`src/rtl/uart_pkg.sv`:
```
// rtl/uart_pkg.sv - shared types and constants for the UART receive path
// Contents: receiver state enum, data_bits encodings, default oversampling
// ratio, and char_bits() mapping a data_bits code to a character length.
package uart_pkg;

  localparam int OSR_DEFAULT = 16;

  localparam logic [1:0] DB_5 = 2'd0;
  localparam logic [1:0] DB_6 = 2'd1;
  localparam logic [1:0] DB_7 = 2'd2;
  localparam logic [1:0] DB_8 = 2'd3;

  typedef enum logic [2:0] {
    ST_IDLE,
    ST_START,
    ST_DATA,
    ST_PARITY,
    ST_STOP,
    ST_WAIT_HIGH
  } state_t;

  function automatic logic [3:0] char_bits(input logic [1:0] db);
    logic [3:0] n;
    case (db)
      DB_5:    n = 4'd5;
      DB_6:    n = 4'd6;
      DB_7:    n = 4'd7;
      DB_8:    n = 4'd8;
      default: n = 4'd8;
    endcase
    return n;
  endfunction

endpackage

```
`src/rtl/uart_sync.sv`:
```
// rtl/uart_sync.sv - multi-flop synchronizer for an asynchronous input
// Ports: clk, rstn (async active-low), d (async in), q (synchronized out).
// All stages reset to 1 so an idle-high line never looks like a start bit.
module uart_sync #(
  parameter int DEPTH = 2
) (
  input  logic clk,
  input  logic rstn,
  input  logic d,
  output logic q
);

  logic [DEPTH-1:0] sync_q;
  logic [DEPTH-1:0] sync_d;

  always_comb begin
    sync_d = {sync_q[DEPTH-2:0], d};
  end

  always_ff @(posedge clk or negedge rstn) begin
    if (!rstn) begin
      sync_q <= '1;
    end else begin
      sync_q <= sync_d;
    end
  end

  assign q = sync_q[DEPTH-1];

endmodule

```
`src/rtl/uart_rx_core.sv`:
```
// rtl/uart_rx_core.sv - UART receiver: 16x oversampled deframer feeding the RX FIFO
// Ports:
//   clk, rstn           clock, async active-low reset
//   baud_tick           one-clk enable at OSR x baud
//   rxd                 async serial input, idle high
//   data_bits           0..3 -> 5..8 bit characters
//   parity_en/odd       parity present / odd parity select
//   fifo_full           RX FIFO full, checked on the commit cycle
//   rx_data, rx_wr      received character and its one-clk write strobe
//   parity_err, frame_err, break_det   status of the last committed character
//   overrun             one-clk pulse when a character is dropped
//   busy                receiver not idle
// Build option: UART_RX_MAJORITY_EN selects 2-of-3 majority sampling.
module uart_rx_core
  import uart_pkg::*;
#(
  parameter int OSR         = OSR_DEFAULT,
  parameter int SYNC_STAGES = 2
) (
  input  logic       clk,
  input  logic       rstn,
  input  logic       baud_tick,
  input  logic       rxd,
  input  logic [1:0] data_bits,
  input  logic       parity_en,
  input  logic       parity_odd,
  input  logic       fifo_full,
  output logic [7:0] rx_data,
  output logic       rx_wr,
  output logic       parity_err,
  output logic       frame_err,
  output logic       break_det,
  output logic       overrun,
  output logic       busy
);

  localparam int TW = $clog2(OSR);
  localparam logic [TW-1:0] HALF_TICK = TW'(OSR / 2 - 1);
  localparam logic [TW-1:0] FULL_TICK = TW'(OSR - 1);

  logic rxs;
  logic samp;

  uart_sync #(.DEPTH(SYNC_STAGES)) u_sync (
    .clk  (clk),
    .rstn (rstn),
    .d    (rxd),
    .q    (rxs)
  );

`ifdef UART_RX_MAJORITY_EN
  // rxs from the two previous ticks; with the current rxs this forms the
  // three-tick window ending at the sample tick.
  logic [1:0] hist_q;
  logic [1:0] hist_d;

  always_comb begin
    hist_d = hist_q;
    if (baud_tick) hist_d = {hist_q[0], rxs};
  end

  always_ff @(posedge clk or negedge rstn) begin
    if (!rstn) hist_q <= '1;
    else       hist_q <= hist_d;
  end

  assign samp = (hist_q[1] & hist_q[0]) | (hist_q[1] & rxs) | (hist_q[0] & rxs);
`else
  assign samp = rxs;
`endif

  state_t        state_q, state_d;
  logic [TW-1:0] tick_q, tick_d;
  logic [2:0]    bit_q, bit_d;
  logic [7:0]    data_q, data_d;
  logic [1:0]    cfg_bits_q, cfg_bits_d;
  logic          cfg_par_q, cfg_par_d;
  logic          cfg_odd_q, cfg_odd_d;
  logic          pbit_q, pbit_d;
  logic          pend_q, pend_d;
  logic          perr_q, perr_d;
  logic          ferr_q, ferr_d;
  logic          brk_q, brk_d;

  logic [2:0] last_bit;
  assign last_bit = 3'(char_bits(cfg_bits_q) - 4'd1);

  always_comb begin
    state_d    = state_q;
    tick_d     = tick_q;
    bit_d      = bit_q;
    data_d     = data_q;
    cfg_bits_d = cfg_bits_q;
    cfg_par_d  = cfg_par_q;
    cfg_odd_d  = cfg_odd_q;
    pbit_d     = pbit_q;
    pend_d     = 1'b0;
    perr_d     = perr_q;
    ferr_d     = ferr_q;
    brk_d      = brk_q;

    if (baud_tick) tick_d = tick_q + TW'(1);

    case (state_q)
      ST_IDLE: begin
        if (baud_tick && !rxs) begin
          cfg_bits_d = data_bits;
          cfg_par_d  = parity_en;
          cfg_odd_d  = parity_odd;
          tick_d     = '0;
          state_d    = ST_START;
        end
      end
      ST_START: begin
        if (baud_tick && tick_q == HALF_TICK) begin
          if (samp) begin
            state_d = ST_IDLE;
          end else begin
            tick_d  = '0;
            bit_d   = '0;
            data_d  = '0;
            pbit_d  = 1'b0;
            state_d = ST_DATA;
          end
        end
      end
      ST_DATA: begin
        if (baud_tick && tick_q == FULL_TICK) begin
          data_d[bit_q] = samp;
          bit_d         = bit_q + 3'd1;
          if (bit_q == last_bit) state_d = cfg_par_q ? ST_PARITY : ST_STOP;
        end
      end
      ST_PARITY: begin
        if (baud_tick && tick_q == FULL_TICK) begin
          pbit_d  = samp;
          state_d = ST_STOP;
        end
      end
      ST_STOP: begin
        // Status regs load on the sample edge so they are already valid
        // on the commit cycle that follows; pend_q marks that cycle.
        if (pend_q) begin
          state_d = ferr_q ? ST_WAIT_HIGH : ST_IDLE;
        end else if (baud_tick && tick_q == FULL_TICK) begin
          ferr_d = ~samp;
          perr_d = cfg_par_q & ((^data_q) ^ pbit_q ^ cfg_odd_q);
          brk_d  = (data_q == 8'h00) & ~pbit_q & ~samp;
          pend_d = 1'b1;
        end
      end
      ST_WAIT_HIGH: begin
        if (baud_tick && rxs) state_d = ST_IDLE;
      end
      default: state_d = ST_IDLE;
    endcase
  end

  always_ff @(posedge clk or negedge rstn) begin
    if (!rstn) begin
      state_q    <= ST_IDLE;
      tick_q     <= '0;
      bit_q      <= '0;
      data_q     <= '0;
      cfg_bits_q <= '0;
      cfg_par_q  <= 1'b0;
      cfg_odd_q  <= 1'b0;
      pbit_q     <= 1'b0;
      pend_q     <= 1'b0;
      perr_q     <= 1'b0;
      ferr_q     <= 1'b0;
      brk_q      <= 1'b0;
    end else begin
      state_q    <= state_d;
      tick_q     <= tick_d;
      bit_q      <= bit_d;
      data_q     <= data_d;
      cfg_bits_q <= cfg_bits_d;
      cfg_par_q  <= cfg_par_d;
      cfg_odd_q  <= cfg_odd_d;
      pbit_q     <= pbit_d;
      pend_q     <= pend_d;
      perr_q     <= perr_d;
      ferr_q     <= ferr_d;
      brk_q      <= brk_d;
    end
  end

  assign rx_data    = data_q;
  assign rx_wr      = pend_q & ~fifo_full;
  assign overrun    = pend_q & fifo_full;
  assign parity_err = perr_q;
  assign frame_err  = ferr_q;
  assign break_det  = brk_q;
  assign busy       = (state_q != ST_IDLE);

endmodule

```
`config.mk`:
```
export PLATFORM = sky130hd
export DESIGN_NAME = uart_rx_core
export DESIGN_NICKNAME = d
export VERILOG_FILES = /design/src/rtl/uart_pkg.sv /design/src/rtl/uart_sync.sv /design/src/rtl/uart_rx_core.sv
export SDC_FILE = /design/constraint.sdc
export NUM_CORES = 1
export LEC_CHECK = 0
export CAP_MARGIN = 20
export CELL_PAD_IN_SITES_DETAIL_PLACEMENT = 2
export CELL_PAD_IN_SITES_GLOBAL_PLACEMENT = 2
export CORE_MARGIN = 2
export CORE_UTILIZATION = 28
export DETAILED_ROUTE_END_ITERATION = 10
export DONT_BUFFER_PORTS = 1
export GPL_TIMING_DRIVEN = 1
export PLACE_DENSITY_LB_ADDON = 0.2
export SLEW_MARGIN = 20
export SYNTH_ARGS = -nofsm -noshare
export SYNTH_HDL_FRONTEND = slang
export SYNTH_SLANG_ARGS = --single-unit
export TNS_END_PERCENT = 1
```
`constraint.sdc`:
```
create_clock -name clk -period 2.7 [get_ports clk]
set_input_delay 0.27 -clock clk [delete_from_list [all_inputs] [get_ports clk]]
set_output_delay 0.27 -clock clk [all_outputs]
set_load 0.02 [all_outputs]
```
**Word level (Yosys, flattened, before mapping)**

Index checks and enable logic that the tools add are counted.

- Bits in registers: 29
- Latch bits: 0
- Bits in writable memories: 0
- ROM bits: 0
- Input bits: 9
- Output and inout port bits: 14
- Logic and storage cells: 101
- Memories kept: 0

- Add/sub/neg operators: 3
- Multipliers: 0
- Div/mod/pow operators: 0
- $lt $le $gt $ge: 2
- Equality and inequality tests: 19
- Shifts and indexed selects: 0
- Multiplexer cells: 35
- Bitwise operators: 11
- Reductions and logical operators: 18

Operator list:

| cell | count |
|---|---|
| 3-bit 2-to-1 mux | 12 |
| 8-bit 2-to-1 mux | 3 |
| 3-bit case mux with 6 select lines | 1 |
| 4-bit 2-to-1 mux | 4 |
| 2-bit inequality test, second input constant | 8 |
| 8-bit case mux with 2 select lines | 1 |
| 3-bit case mux with 4 select lines | 1 |
| 8-bit bitwise mux | 1 |
| 8-bit zero test | 1 |
| 4-bit case mux with 2 select lines | 1 |
| 4-bit AND reduction | 2 |
| 8-bit parity | 1 |
| 1-bit 2-to-1 mux | 7 |
| 7-bit AND reduction | 1 |
| 3-bit by 2-bit == test with 1-bit output, second input constant | 2 |
| 3-bit == test, second input constant | 2 |
| 3-bit case mux with 2 select lines | 1 |
| 1-bit bitwise AND | 5 |
| 1-bit logical AND | 5 |
| 4-bit by 1-bit adder with 4-bit output, second input constant | 1 |
| 2-bit == test, second input constant | 2 |
| 4-bit by 3-bit == test with 1-bit output, second input constant | 1 |
| 4-bit == test, second input constant | 1 |
| 3-bit by 4-bit less-than comparator with 1-bit output, second input constant | 1 |
| other kinds (18) | 23 |

**Logic depth before layout (Yosys ltp)**

Gate-level depths: netlist of run 1.

- Word-level depth: 7
- Gate-level depth with buffers: 6
- Mapped depth without buffers: 6

**Hierarchy**

From an unflattened synthesis of run 1, not the netlist that was laid out.

- Cell total of the unflattened synthesis: 167
- Area total of the unflattened synthesis: 1669.1 µm²

Modules (own cells, without submodules):

| module | times used | cells an instance | area an instance (µm²) | sequential area each (µm²) |
|---|---|---|---|---|
| uart_rx_core | 1 | 165 | 1616.6 | 675.6 |
| uart_sync | 1 | 2 | 52.6 | 52.6 |

**Worst setup path before layout of run 1**

Ideal clock, no wire load.

- Path kind: register to register
- Start: reg state_q[1]
- End: reg cfg_bits_q[0]
- Library setup time: 125 ps
- Data arrival time: 1839 ps
- Data required time: 2575 ps
- Setup slack: 736 ps
- Stages on the path, launching flop included: 6
- Buffers on the path: 2
- Clock period less this slack: 1964 ps
- Path through: dfrtp_1 > buf_4 > or3_1 > or3b_2 > buf_2 > mux2_2

- Word-level cells in the longest chain between the ends: 2

RTL lines:

| what | line | source |
|---|---|---|
| from (decl) | uart_rx_core.sv:72 | `state_t state_q, state_d;` |
| from (signal assigned) | uart_rx_core.sv:174 | `state_q <= state_d;` |
| 3-bit zero test | uart_rx_core.sv:104 | `case (state_q)` |
| 2-bit AND reduction (no source line) | -- |  |
| to (signal assigned) | uart_rx_core.sv:178 | `cfg_bits_q <= cfg_bits_d;` |
| to (decl) | uart_rx_core.sv:76 | `logic [1:0] cfg_bits_q, cfg_bits_d;` |

Every way passes these cells.
A chain may end at the register's enable or synchronous reset.

**Worst setup path in the final report of run 1**

- Start: reg state_q[1]
- End: reg data_q[0] (netlist: rx_data[0])

- Word-level cells in the longest chain between the ends: 3
- Elaborated cells on any way between the ends: 8
- Those cells by class: 5 x eq/ne; 1 x mux; 2 x reduce/logical

RTL lines:

| what | line | source |
|---|---|---|
| 3-bit by 1-bit == test with 1-bit output or 3-bit by 2-bit == test with 1-bit output (tied branches) | uart_rx_core.sv:104 |  |
| 2-bit inequality test (no source line) or 2-bit nonzero test (tied branches) | -- |  |
| 4-bit AND reduction (no source line) | -- |  |
| to (signal assigned) | uart_rx_core.sv:177 | `data_q <= data_d;` |
| to (decl) | uart_rx_core.sv:75 | `logic [7:0] data_q, data_d;` |

Parallel ways exist; a longest one is shown, timed or not.

==> run metrics, run 1 <==
post-synthesis adder-cell area fraction between 4 and 5%; Max clock buf depth 2; Mean Syn Cell Area ~11 um2; GRT Util Overall 13.8%; post-synthesis simple-gate area fraction approximately 22%; worst hold endpoint cfg_bits_q[1]; Final Power 1410 uW; Slew @ Worst Pin 0.486 ns; CTS tree built; initial antenna violation count 0; via count 1159; RSZ-0062 raised after global routing no; endpoints failing hold 0; Hold Path Stages 1; initial core utilization 29.4%; gr ovfl total 0; Switch Pwr between 400 and 500 uW; cells after synthesis roughly 160; Worst R2R Path Depth 4; DIE WIDTH a little over 80 um; Sinks on Clock Net 29; Reg clk slew, reported paths ~0.060 ns; CTS buffer count 5; fin crit period between 2 and 2.5 ns; number of I/O port buffers 0; Post-DP HPWL 2840 um; critical-path maximum fanout 11; synthesized area about 1600 um2; Setup Crit Path Kind reg2reg; clk root buf clkbuf_8; Slew Limit Fails 0; Worst-Skew Late Latency about 0.27 ns; Worst setup EP type flip-flop; global-route wire length before repair a little under 7000 um; RR Startpoint state_q[1]; fraction of registers with async set/reset 100%; Pre-Repair DR Iteration Count 4; die footprint around 6500 um2; R2R Path End rx_data[0]; fin nets roughly 170; Initial DRC Count 39; clock power share about a quarter; core area between 5000 and 6000 um2; CP required between 2 and 3 ns; CTS HTree Levels 2; post-cts resize count 0; compound-cell area share of the yosys netlist 9.01%; Unique masters post-synth 48; Max Cap Viol 0; Arrival @ worst endpoint 2.30 ns; # rows 27; Internal 922 uW; part of the power in registers a little under half; Final Cycle Share between 70% and 80%; Ports 23; number of synthesized flops with an enable pin 0; antenna cells 0; final setup fails 0; setup bufs post-CTS 0; top_reg_cell synth dfrtp_1; wirelength, routed roughly 4000 um; die height 80.5 um; Vias per Instance around 5.1; Yosys reg bits 29; Mapped Nets 170; Highest Clock Rate ~470 MHz; Final GP Congestion around 0.8; slew margin rel. 67.6%; setup_tns 0 ns; FF-to-FF setup slack between 0.5 and 0.6 ns; vias in the first global route about 1300; Comb power frac 28.3%; pin count of the biggest net entering global routing 30; min-delay src data_bits[1]; post-route antenna net violation count 0; DR WL/cell approximately 17 um; Seq/Total Area, Yosys 44.4%; Sw Share between 30% and 40%; status finished, final reports clean; XOR/XNOR share of the synthesized area between 6 and 7%; synth warn 0; Startpoint Class flip-flop; leak pwr around 0.00075 uW; area delta synth->final 11.1%; largest family of logic cells by synthesized area simple AND/OR/NAND/NOR gates; mux share of post-synthesis cell area under 10%; # DRC 0; Worst Hold Class in2reg; maximum vdd drop approximately 0.00035 V; pwr dens a little under 800 nW/um2; clock skew roughly 0.0067 ns; layout cells sized above 1 between 10% and 20%
==> worst max-delay path, stage by stage (launching register included) <==
cell	delay (ns)
dfrtp_1	0.50
or4b_4	0.59
a211o_4	0.40
nor4_1	0.31
mux2i_1	0.22
==> per-stage QoR <==
stage                     area (um2)  hold WS [ns]  instances  setup slack (ns)  util (%)
after floorplan                 1640       -0.0256        155             0.736         -
after global placement          1690       -0.0243        218             0.667      30.3
after detailed placement        1690       -0.0243        218             0.644      30.3
after CTS                       1820         0.135        229             0.569      32.7
after global routing            1820         0.136        229             0.426      32.7
final                           1820         0.144        229             0.594      32.7
==> power groups by stage <==
stage	clock, uW	combinational [uW]	sequential, uW
finish	368	399	642
global route	409	457	662
CTS	391	410	643
detailed placement	0	386	650
global placement	0	372	640
floorplan	0	377	579
==> cell usage in the layout (no fill, tap or decap), types with 3 or more instances in the layout <==
cell / n
mux2i_1: 9
nand2_1: 14
mux2_2: 4
nor2b_1: 4
nand3_1: 3
inv_1: 12
nor2_1: 8
xnor2_1: 9
dfrtp_1: 27
nand4_1: 4
clkbuf_8: 6
ha_1: 6
xor2_1: 3
==> cell type report <==
type                            instances  area (um2)
Multi-Input combinational cell        104         820
Clock buffer                            8        90.1
Tap cell                               72        90.1
Fill cell                             616        3750
Timing Repair Buffer                    4        47.5
Inverter                               12        45.0
Sequential cell                        29         728
==> Yosys cell counts, drive strengths merged (2+ instances only) <==
cell	instances	share of area [%]
o211ai	2	0.92
nand4	4	1.5
nand4b	2	1.1
o21ai	2	0.61
xnor2	9	4.8
and2	2	0.76
nor2	8	1.8
clkbuf	6	1.4
ha	6	4.6
dfstp	2	3.2
mux2i	9	5.5
dfrtp	27	41
or3	2	0.76
buf	4	1.4
nor3	2	0.61
nand2	14	3.2
inv	12	2.7
o22ai	2	0.76
a221o	2	1.2
mux2	4	2.7
xor2	3	1.6
nand3	3	0.92
nor2b	4	1.5
nor4b	3	3.8
==> sequential cells by signal, indices dropped and copies added (netlist names), 2 cells and up <==
register / flops
bit_q: 3
cfg_bits_q: 2
rx_data: 8
state_q: 3
tick_q: 4
u_sync.sync_q: 2
==> per-layer routing <==
metal / wire length [um] / GRT usage, % / up-vias / part of all wire, %
li1: - / - / 546 / -
met1: 1830 / 17.8 / 591 / 46
met2: 1980 / 22.4 / 20 / 49
met3: 166 / 4.38 / 2 / 4.2
met4: 23 / 3.56 / 0 / 0.58
met5: 0 / 0 / - / 0
==> how the worst max path moves through the flow <==
stage,to,start,cells after the start
detailed placement,rx_data[0],state_q[1],4
CTS,rx_data[0],state_q[1],4
global route,rx_data[0],state_q[1],4
finish,rx_data[0],state_q[1],4
floorplan,cfg_bits_q[0],state_q[1],5
global placement,cfg_odd_q,state_q[0],3
==> logic make-up (layout without fill, tap and decap cells) <==
kind of cell | Yosys count | count (layout)
fa+ha+maj | 6 | 6
compound gates | 18 | 18
buf+inv | 22 | 24
flops | 29 | 29
mux | 13 | 13
xor+xnor | 12 | 12
simple gates | 55 | 55
==> timing repair <==
item / 4_1_cts / 5_1_grt
endpoints found under the hold margin: 30 / 0
setup endpoints to repair: 0 / 0
hold buffers: 3 / 0
(Power assumes the default switching activity.)
==> run 2: changes to the inputs <==
==> constraint.sdc (replaced) <==
create_clock -name clk -period 2.06 [get_ports clk]
set_input_delay 0.206 -clock clk [delete_from_list [all_inputs] [get_ports clk]]
set_output_delay 0.206 -clock clk [all_outputs]
set_load 0.02 [all_outputs]
==> run 2 against run 1 <==
Power grew 37%. Cell area grew 5.2%. Die area is the same. Largest cell class unchanged. Critical endpoint is now rx_data[4]. Worst hold slack lost 0.064 ns. Clock power grew 22%. Global-route usage grew 1.3 points.
==> run metrics, run 2 (synthesis results as in run 1) <==
RSZ-0062 raised after global routing yes (was no); area delta synth->final 16.8% (was 11.1%); Ports 23 (unchanged); Fillers 615 (was 616); vias in the first global route 1411 (was 1334); commonest cells after routing, fill and taps aside dfrtp_1 (27), nand2_1 (14), inv_1 (12), buf_4 (12) (was dfrtp_1 (27), nand2_1 (14), inv_1 (12)); non-filler instance count after layout 240 (was 229); Final Cycle Share 95.8% (was 78.0%); cell family with the largest share of critical-path delay simple AND/OR/NAND/NOR gates (unchanged); multi-input combinational cell area 841 um2 (was 820 um2); pwr dens 1000 nW/um2 (was 774 nW/um2); final setup fails 0 (unchanged); core area 5570 um2 (unchanged); CTS tree built (unchanged); Post-DP HPWL 3190 um (was 2840 um); Worst-Skew Late Latency 0.28 ns (was 0.27 ns); die height 80.5 um (unchanged); layout cells sized above 1 19.6% (was 13.4%); Sinks on Clock Net 29 (unchanged); Setup Crit Path Kind reg2reg (unchanged); gr ovfl total 0 (unchanged); setup_tns 0 ns (unchanged); maximum vdd drop 0.000363 V (was 0.000350 V); die footprint 6480 um2 (unchanged); Pre-Repair DR Iteration Count 4 (unchanged); wirelength, routed 4240 um (was 4000 um); max reg flops 8 (unchanged); slew margin rel. 71.0% (was 67.6%); Initial DRC Count 30 (was 39); crit path cell chain or4b_4 > a211o_4 > nor4b_4 > mux2i_1 (was or4b_4 > a211o_4 > nor4_1 > mux2i_1); GRT Util Overall 15.1% (was 13.8%); Max Cap Viol 0 (unchanged); commonest non-fill, non-tap cell in the layout dfrtp_1 (unchanged); Slew @ Worst Pin 0.435 ns (was 0.486 ns); Critical-path top delay cell or4b_4 (unchanged); pin count of the biggest net entering global routing 30 (unchanged); DIE WIDTH 80.5 um (unchanged); number of I/O port buffers 0 (unchanged); CP required 2.26 ns (was 2.90 ns); Max clock buf depth 2 (unchanged); fin nets 182 (was 171); Largest stage delay, worst path 0.56 ns (was 0.59 ns); # DRC 0 (unchanged); antenna cells 0 (unchanged); Final GP Congestion 0.781 (was 0.798); Vias per Instance 5.05 (was 5.06); Highest Clock Rate 506 MHz (was 475 MHz); via count 1211 (was 1159); # rows 27 (unchanged); Worst setup EP type flip-flop (unchanged); DR WL/cell 17.7 um (was 17.5 um); final core utilization 34.3% (was 32.7%); initial core utilization 29.4% (unchanged); global-route wire length before repair 7340 um (was 6790 um); endpoints failing hold 0 (unchanged); critical-path maximum fanout 8 (was 11); dpl cells 229 (was 218); status finished, final reports clean (unchanged); CTS buffer count 5 (unchanged); fin crit period 1.97 ns (was 2.11 ns); Startpoint Class flip-flop (unchanged); Reg clk slew, reported paths 0.06 ns (about the same); CTS HTree Levels 2 (unchanged); clock skew 0.00603 ns (was 0.00669 ns); CP bufs+invs 0 (unchanged); Worst Hold Class in2reg (unchanged); register area 728 um2 (unchanged); leak pwr 0.000808 uW (was 0.000753 uW); clk root buf clkbuf_8 (unchanged); post-route antenna net violation count 0 (unchanged); Slew Limit Fails 0 (unchanged); Arrival @ worst endpoint 2.17 ns (was 2.30 ns); initial antenna violation count 0 (unchanged)
==> run 2: cell types whose count changed in the layout (fill, tap and decap cells not counted), sizes merged <==
cell	previous run	this run
buf	2	13
==> run 2: layout make-up <==
cell class                      count  share of cell area, %
Inverter                           12                   2.35
Sequential cell                    29                   38.0
Timing Repair Buffer               15                   6.80
Multi-Input combinational cell    104                   43.9
Clock buffer                        8                   4.18
Tap cell                           72                   4.71
==> run 2: per-layer routing <==
layer  vias to the layer above  track usage (%)  share of wire, %
met4                         0             4.58               1.4
met1                       616             19.5                46
li1                        566                -                 -
met2                        24             24.7                48
met3                         5             4.16               4.4
met5                         -                0                 0
==> run 2: metrics by stage <==
stage | total power (uW) | hold slack, ns | setup WS (ns) | area [um2]
floorplan | 1250 | -0.0896 | 0.0962 | 1640
detailed placement | 1470 | -0.0887 | 0.0781 | 1770
global placement | 1430 | -0.0885 | 0.174 | 1770
global route | 2090 | 0.0758 | -0.0200 | 1910
finish | 1920 | 0.0808 | 0.0856 | 1910
CTS | 1960 | 0.0685 | 0.0595 | 1890
==> run 2: final timing paths <==
kind	startpoint	to	slack, ns	depth (start not counted)
max	state_q[1]	rx_data[4]	0.09	4
min	data_bits[1]	cfg_bits_q[1]	0.08	1
max reg2reg	state_q[1]	rx_data[4]	0.09	4
min reg2reg	u_sync.sync_q[0]	u_sync.sync_q[1]	0.36	0
max in group asynchronous	rstn	u_sync.sync_q[0]	1.45	2
min in group asynchronous	rstn	tick_q[0]	0.37	2
==> run 2: what timing repair did <==
| item | in CTS | in global routing |
|---|---|---|
| setup endpoints to repair | 0 | 3 |
| hold buffers | 3 | 0 |
| gates resized for setup | 0 | 3 |
| hold endpoints to repair | 30 | 0 |
| buffers inserted | 0 | 0 |
==> run 2: power by group <==
part	internal [uW]	total (uW)	switching [uW]
clock network	239	448	208
registers	680	789	109
logic	334	687	353
==> run 3: changes to the inputs <==
--- a/config.mk
+++ b/config.mk
@@ -5,6 +5,7 @@
 export SDC_FILE = /design/constraint.sdc
 export NUM_CORES = 1
 export LEC_CHECK = 0
+export ABC_AREA = 1
 export CAP_MARGIN = 20
 export CELL_PAD_IN_SITES_DETAIL_PLACEMENT = 2
 export CELL_PAD_IN_SITES_GLOBAL_PLACEMENT = 2
@@ -13,6 +14,7 @@
 export DETAILED_ROUTE_END_ITERATION = 10
 export DONT_BUFFER_PORTS = 1
 export GPL_TIMING_DRIVEN = 1
+export MAX_ROUTING_LAYER = met4
 export PLACE_DENSITY_LB_ADDON = 0.2
 export SLEW_MARGIN = 20
 export SYNTH_ARGS = -nofsm -noshare
==> run 3 against run 2 <==
Synthesized area increased by 7.8%. Clock skew hardly changed. Utilization shrank 1.3 points. Register-to-register slack improved by 0.30 ns. Combinational power rose by 41%. Clock power up 21%. Global-route usage increased by 0.95 points. Non-clock buffer count is 6 lower. Critical endpoint is now state_q[1]. Largest power group is now combinational cells.
==> run metrics, run 3 <==
Post-DP HPWL 3750 um (was 3190 um); R2R Path End state_q[1] (was rx_data[4]); area delta synth->final 12.7% (was 16.8%); GR Layer Usage met3 2.68% (was 4.16%); core area 6030 um2 (was 5570 um2); setup_tns 0 ns (unchanged); Unique masters post-synth 27 (was 48); share of the synthesized area in the top cell type 38.2% (was 41.2%); wirelength, routed 5150 um (was 4240 um); clk root buf clkbuf_8 (unchanged); worst hold endpoint cfg_par_q (was cfg_bits_q[1]); Synth area leader dfrtp_1 (unchanged); fraction of registers with async set/reset 100% (unchanged); setup bufs post-CTS 0 (unchanged); initial antenna violation count 0 (unchanged); Mean Syn Cell Area 7.39 um2 (was 10.6 um2); slew margin rel. 73.1% (was 71.0%); Ports 23 (unchanged); max reg flops 8 (unchanged); fin crit period 1.67 ns (was 1.97 ns); via count 1620 (was 1211); Reg clk slew, reported paths 0.07 ns (was 0.06 ns); final setup fails 0 (unchanged); post-cts resize count 0 (unchanged); Switch Pwr 1030 uW (was 671 uW); Pre-Repair DR Iteration Count 4 (unchanged); met2 global-route usage 27.2% (was 24.7%); cts hold-fix bufs 3 (unchanged); Startpoint Class flip-flop (unchanged); Final Cycle Share 81.1% (was 95.8%); pin count of the biggest net entering global routing 30 (unchanged); Sw Share 43.8% (was 34.9%); CTS tree built (unchanged); # rows 28 (was 27); antenna cells 0 (unchanged); DIE WIDTH 83.4 um (was 80.5 um); status finished, final reports clean (unchanged); CP required 2.23 ns (was 2.26 ns); FF-to-FF setup slack 0.39 ns (was 0.09 ns); critical-path maximum fanout 8 (unchanged); non-filler instance count after layout 323 (was 240); synthesized area 1770 um2 (was 1640 um2); CTS HTree Levels 2 (unchanged); cells after synthesis 239 (was 155); top_reg_cell synth dfrtp_1 (unchanged); layout cells sized above 1 11.7% (was 19.6%); number of I/O port buffers 0 (unchanged); pwr dens 1190 nW/um2 (was 1000 nW/um2); leak pwr 0.000930 uW (was 0.000808 uW); Initial DRC Count 64 (was 30); GRT Util Overall 16.1% (was 15.1%); part of the power in registers 36.1% (was 41.0%); Highest Clock Rate 598 MHz (was 506 MHz); number of synthesized flops with an enable pin 0 (unchanged); vias in the first global route 1758 (was 1411); top cells by count, synth nand2_1 (75), dfrtp_1 (27), inv_1 (27) (was dfrtp_1 (27), nand2_1 (14), inv_1 (12)); post-route antenna net violation count 0 (unchanged); synth warn 0 (unchanged); clock power share 22.9% (was 23.3%); clock skew 0.00652 ns (was 0.00603 ns); commonest non-fill, non-tap cell in the layout nand2_1 (was dfrtp_1); Internal 1330 uW (was 1250 uW); synth top area cells dfrtp_1 (38%), nand2_1 (16%), nand3_1 (7.1%) (was dfrtp_1 (41%), mux2i_1 (5.5%), xnor2_1 (4.8%)); gr ovfl total 0 (unchanged); Yosys reg bits 29 (unchanged); Comb power frac 41.0% (was 35.7%); Worst Hold Class in2reg (unchanged); count leader, synth nand2_1 (was dfrtp_1); initial core utilization 29.3% (was 29.4%); RR Startpoint tick_q[0] (was state_q[1]); Worst setup EP type flip-flop (unchanged); Seq/Total Area, Yosys 41.2% (was 44.4%); global-route wire length before repair 8650 um (was 7340 um); Worst-Skew Late Latency 0.28 ns (about the same); Max clock buf depth 2 (unchanged); Vias per Instance 5.02 (was 5.05); Final GP Congestion 0.737 (was 0.781); Worst R2R Path Depth 9 (was 4); Max Cap Viol 0 (unchanged); crit path launch tick_q[0] (was state_q[1]); Mapped Nets 254 (was 170); gr busiest metal met2 (unchanged); Setup Crit Path Kind reg2reg (unchanged); Global Route met1 Usage 20.0% (was 19.5%); fin nets 262 (was 182); RSZ-0062 raised after global routing no (was yes); Arrival @ worst endpoint 1.84 ns (was 2.17 ns); min-delay src parity_en (was data_bits[1]); endpoints failing hold 0 (unchanged); Sinks on Clock Net 29 (unchanged); Hold Path Stages 2 (was 1); dpl cells 312 (was 229); Slew Limit Fails 0 (unchanged); CTS buffer count 5 (unchanged); die footprint 6960 um2 (was 6480 um2); maximum vdd drop 0.000487 V (was 0.000363 V); commonest cells after routing, fill and taps aside nand2_1 (75), inv_1 (27), dfrtp_1 (27) (was dfrtp_1 (27), nand2_1 (14), inv_1 (12), buf_4 (12)); DR WL/cell 15.9 um (was 17.7 um); # DRC 0 (unchanged); Slew @ Worst Pin 0.404 ns (was 0.435 ns); die height 83.4 um (was 80.5 um)
[run 3: cell types whose count changed in the layout (fill, tap and decap cells not counted), sizes merged, moves of 6 or more]
cell	delta
nand3	+23
buf	-6
xnor2	-7
o21ai	+9
nand2	+65
nor2	+9
nand4	+11
mux2i	-9
inv	+16
nor3	+8
[run 3: metrics by stage]
| step | cell area, um2 | utilization [%] | power (uW) | worst slack [ns] | hold WS, ns |
|---|---|---|---|---|---|
| after floorplan | 1770 | - | 1580 | 0.528 | -0.0896 |
| final | 1990 | 33.1 | 2360 | 0.389 | 0.0457 |
| after CTS | 1990 | 33.1 | 2400 | 0.380 | 0.0415 |
| after global placement | 1850 | 30.7 | 1790 | 0.412 | -0.0888 |
| after global routing | 1990 | 33.1 | 2560 | 0.238 | 0.0362 |
| after detailed placement | 1850 | 30.7 | 1820 | 0.408 | -0.0888 |
[run 3: worst max path at each step]
stage,cells past startpoint,end
finish,9,state_q[1]
global route,9,state_q[2]
CTS,9,state_q[1]
detailed placement,9,parity_err
global placement,9,state_q[1]
floorplan,9,parity_err
[run 3: final cells by class]
cell class / count / area [um2]
clock inverter: 1 / 5.00
multi-input combinational: 174 / 878
fill: 730 / 4030
inverter: 28 / 105
timing repair buffer: 9 / 85.1
tap: 75 / 93.8
clock buffer: 7 / 96.3
sequential: 29 / 728
[run 3: per-layer routing]
| metal | part of all wire [%] | wire length, um |
|---|---|---|
| met4 | 0.99 | 51 |
| met2 | 49 | 2520 |
| met5 | 0 | 0 |
| met3 | 2.0 | 103 |
| met1 | 48 | 2470 |
[run 3: power groups by stage]
stage | Combinational (uW) | Clock (uW) | Sequential (uW)
final | 967 | 542 | 852
after global routing | 1110 | 577 | 877
after CTS | 985 | 562 | 856
after detailed placement | 956 | 0 | 866
after global placement | 931 | 0 | 863
after floorplan | 753 | 0 | 826
[run 3: cells by family (layout without fill, tap and decap cells)]
group,after synthesis,count (layout),share of synthesized area (%)
AO/OA/AOI/OAI,16,16,4.89
adder cells (fa/ha/maj),6,6,4.25
AND/OR/NAND/NOR,148,148,38.6
XOR/XNOR,4,4,1.98
buffers and inverters,36,45,9.06
flip-flops,29,29,41.2
[run 3: critical path, cell delays in order (launching register included)]
cell	delay, ns
dfrtp_1	0.39
ha_1	0.22
nand4_1	0.15
nand2_1	0.20
buf_4	0.20
nand2_2	0.07
inv_2	0.11
nand3_2	0.11
nand2_1	0.08
nand2_1	0.05
